### src/rtl/eq_stream_checker_pkg.sv
// ---------------------------------------------------------------------------
// eq_stream_checker_pkg
// Shared definitions for the equality stream checker:
//   - state_t   : FSM state encoding (IDLE, RUN, DRAIN, DONE)
//   - sat_inc() : saturating increment for counters of any width up to 32
// ---------------------------------------------------------------------------
package eq_stream_checker_pkg;

  typedef enum logic [1:0] {
    S_IDLE  = 2'd0,
    S_RUN   = 2'd1,
    S_DRAIN = 2'd2,
    S_DONE  = 2'd3
  } state_t;

  // The counter is carried in a 32-bit container so one helper serves every
  // counter width; the ceiling is the all-ones value of the real width.
  function automatic logic [31:0] sat_inc(input logic [31:0] value,
                                          input int unsigned width);
    logic [31:0] max_val;
    if (width >= 32) begin
      max_val = '1;
    end else begin
      max_val = (32'd1 << width) - 32'd1;
    end
    return (value >= max_val) ? max_val : value + 32'd1;
  endfunction

endpackage

### src/rtl/eq_mask_cmp.sv
// ---------------------------------------------------------------------------
// eq_mask_cmp
// Combinational wildcard equality comparator (==? semantics).
// Bits set in mask are don't-care; match is 1 when every unmasked bit of a
// equals the corresponding bit of b. An all-ones mask always matches.
// Ports:
//   a, b   [WIDTH-1:0] in  : operands
//   mask   [WIDTH-1:0] in  : 1 = ignore this bit
//   match            out : wildcard-equal flag
// ---------------------------------------------------------------------------
module eq_mask_cmp
  import eq_stream_checker_pkg::*;
#(
  parameter int WIDTH = 8
) (
  input  logic [WIDTH-1:0] a,
  input  logic [WIDTH-1:0] b,
  input  logic [WIDTH-1:0] mask,
  output logic             match
);

  logic [WIDTH-1:0] diff;

  assign diff  = (a ^ b) & ~mask;
  assign match = (diff == '0);

endmodule

### config.mk
export PLATFORM = sky130hd
export DESIGN_NAME = eq_mask_cmp
export DESIGN_NICKNAME = d
export VERILOG_FILES = /design/src/rtl/eq_stream_checker_pkg.sv /design/src/rtl/eq_mask_cmp.sv
export SDC_FILE = /design/constraint.sdc
export NUM_CORES = 1
export LEC_CHECK = 0
export ABC_AREA = 1
export CAP_MARGIN = 20
export CORE_AREA = 2 2 39 41
export DETAILED_ROUTE_END_ITERATION = 8
export DIE_AREA = 0 0 41 43
export GPL_TIMING_DRIVEN = 0
export PLACE_DENSITY = 0.52
export SKIP_LAST_GASP = 1
export SLEW_MARGIN = 25
export SYNTH_ARGS = -nofsm -noshare
export SYNTH_HDL_FRONTEND = slang
export SYNTH_SLANG_ARGS = --single-unit
### constraint.sdc
create_clock -name vclk -period 1.95
set_input_delay 0.585 -clock vclk [all_inputs]
set_output_delay 0.585 -clock vclk [all_outputs]
set_load 0.005 [all_outputs]
==> flow_summary.ini, run 1 <==
[global_route]
grt_pass1_wl_um = 855
grt_usage_pct = 6.19
grt_pass1_vias = 265
grt_max_degree = 3
overflow = 0
antenna_found_initial = 0

[worst_setup_path]
path_class = input pin to output port
cp_cell_sequence = dlygate4sd2_1, inv_1, nand2_1, nand3_1, nand2_1, inv_1, nand2_1, nor2_1, buf_2
cp.arrival_ns = 1.30
cp-start-kind = input pin
end_kind = output port
required_ns = 1.36
slowest_delay_ns = 0.24
path_common_cell = nand2_1
cp_max_fo = 2
cpMaxStageDelayCell = dlygate4sd2_1

[power_and_ir_drop]
power_uw = 66.7
p_per_area_mw_per_mm2 = 152
vdd_ir_drop_max_v = 0.0000378
p_leak_nw = 0.296

[yosys]
netlist_instances = 53
yosysUniqueCellTypes = 5
synth_top_cell_area_share_pct = 36.4
synth_nets = 77
yosysWarnings = 0
syn_avg_cell_area_sq_um = 3.90
synth_area_leaders = nand2_1 36%, inv_1 33%, nor2_1 18%, nand3_1 9.7%, nor2_2 3.0%
netlist_area_sq_um = 206
ys_seq_area_share_pct = 0
yosysTopAreaCell = nand2_1

[placed_design]
place_congestion = 0.638
pre_cts_slack_ns = -0.602
dp_hpwl_um = 481
numPortBuffers = 25
placed_cells = 94

[hold_path]
min_path_type = input pin to output port
holdPathEnd = match
hold_depth = 7
hold_start = a[3]

[die]
die_y_um = 43
core-area_sq_mm = 0.00138
num_io_pins = 25
start_util_pct = 14.9
die_x_um = 41
rows = 14
dieArea_sq_mm = 0.00176

[final_layout]
clkbuf_count = 0
final_cells = 94
fill_cells = 178
area_growth_pct = 113
seq_cells = 0
drive_gt1_share_pct = 11.5
antennaDiodeCount = 0
final-seq-area_sq_um = 0
fin_nets = 104
multi_input_area_sq_um = 144

[detailed_routing]
vias_per_cell = 3.57
vias = 336
dr.pass1.iters = 2
antenna_left = 0
drt-wirelength-per-cell_um = 5.61
drt_iter0_drc = 5
drc = 0
wl_um = 527

[outcome]
status = finished, final reports clean

[sta]
whs_ns = 1.63
setup_violations = 0
rsz0062_at_grt = false
fmax_mhz = 531
worst_pin_slew_ns = 0.120
final.setup.worst_slack_ns = 0.0663
hold_viol_final = 0
relSlewSlack_pct = 91.9
fin_crit_ns = 1.88
drv_slew = 0
period_share_pct = 96.6

[cts]
cts_hold_buf = 0
post-cts-setup-buffers = 0

[job]
maxCapViolations = 0
-- logic make-up (layout without fill, tap and decap cells) --
family | after synthesis | after routing | share of synthesized area, %
and+or+nand+nor | 35 | 35 | 67.3
buffers and inverters | 18 | 43 | 32.7
-- Yosys cell counts --
cell     number
nor2_2        1
nor2_1       10
nand2_1      20
nand3_1       4
inv_1        18
-- per-layer routing --
layer	vias to the layer above	track usage, %	part of all wire (%)
li1	195	-	-
met1	126	7.91	39
met2	15	11.6	46
met3	0	0	14
met4	0	0	0
met5	-	0	0
-- power breakdown --
part           switching, mW  total, mW  internal, mW
Combinational         0.0270     0.0667        0.0397
Sequential                 0          0             0
Clock                      0          0             0
Total                 0.0270     0.0667        0.0397
-- worst max path at each step --
stage	startpoint	endpoint	slack, ns	cells after the start
6_report	b[7]	match	0.07	9
5_1_grt	b[7]	match	0.001	9
4_1_cts	a[5]	match	0.01	9
3_5_place_dp	a[2]	match	-0.60	8
3_3_place_gp	a[2]	match	-0.59	8
2_1_floorplan	b[2]	match	0.40	5
-- cell usage in the layout, fill, tap and decap left out --
master / Yosys / layout
nor2_1: 10 / 8
dlygate4sd2_1: 0 / 9
nand2_1: 20 / 20
nor2_2: 1 / 3
nand3_1: 4 / 4
buf_2: 0 / 1
clkbuf_2: 0 / 5
inv_1: 18 / 18
clkdlybuf4s15_1: 0 / 10
-- area by class of cell --
class                           count  share of cell area, %
Tap cell                           16                   4.55
Timing Repair Buffer               25                   47.4
Multi-Input combinational cell     35                   32.7
Inverter                           18                   15.3
-- worst max-delay path, delay by kind of cell --
family | cells | cell delay [ns]
simple gates | 5 | 0.28
buf+inv | 4 | 0.44
-- metrics by stage --
stage / TNS (ns) / utilization [%] / area [sq um]
detailed placement: -0.602 / 34.4 / 477
CTS: 0 / 32.1 / 444
global route: 0 / 31.8 / 440
global placement: -0.590 / 34.4 / 477
floorplan: 0 / - / 206
finish: 0 / 31.8 / 440
-- timing repair --
item | CTS | global route
pin swaps | 17 | 14
endpoints found under the setup margin | 1 | 1
gates resized for setup | 29 | 21
No activity file was read; power rests on OpenSTA's default activity.
==> run 2: changes to the inputs <==
--- a/config.mk
+++ b/config.mk
@@ -12,6 +12,7 @@
 export DIE_AREA = 0 0 41 43
 export GPL_TIMING_DRIVEN = 0
 export PLACE_DENSITY = 0.52
+export RECOVER_POWER = 50
 export SKIP_LAST_GASP = 1
 export SLEW_MARGIN = 25
 export SYNTH_ARGS = -nofsm -noshare
==> results of run 2 <==
Final layout, timing and power as in run 1 (identical DEF).
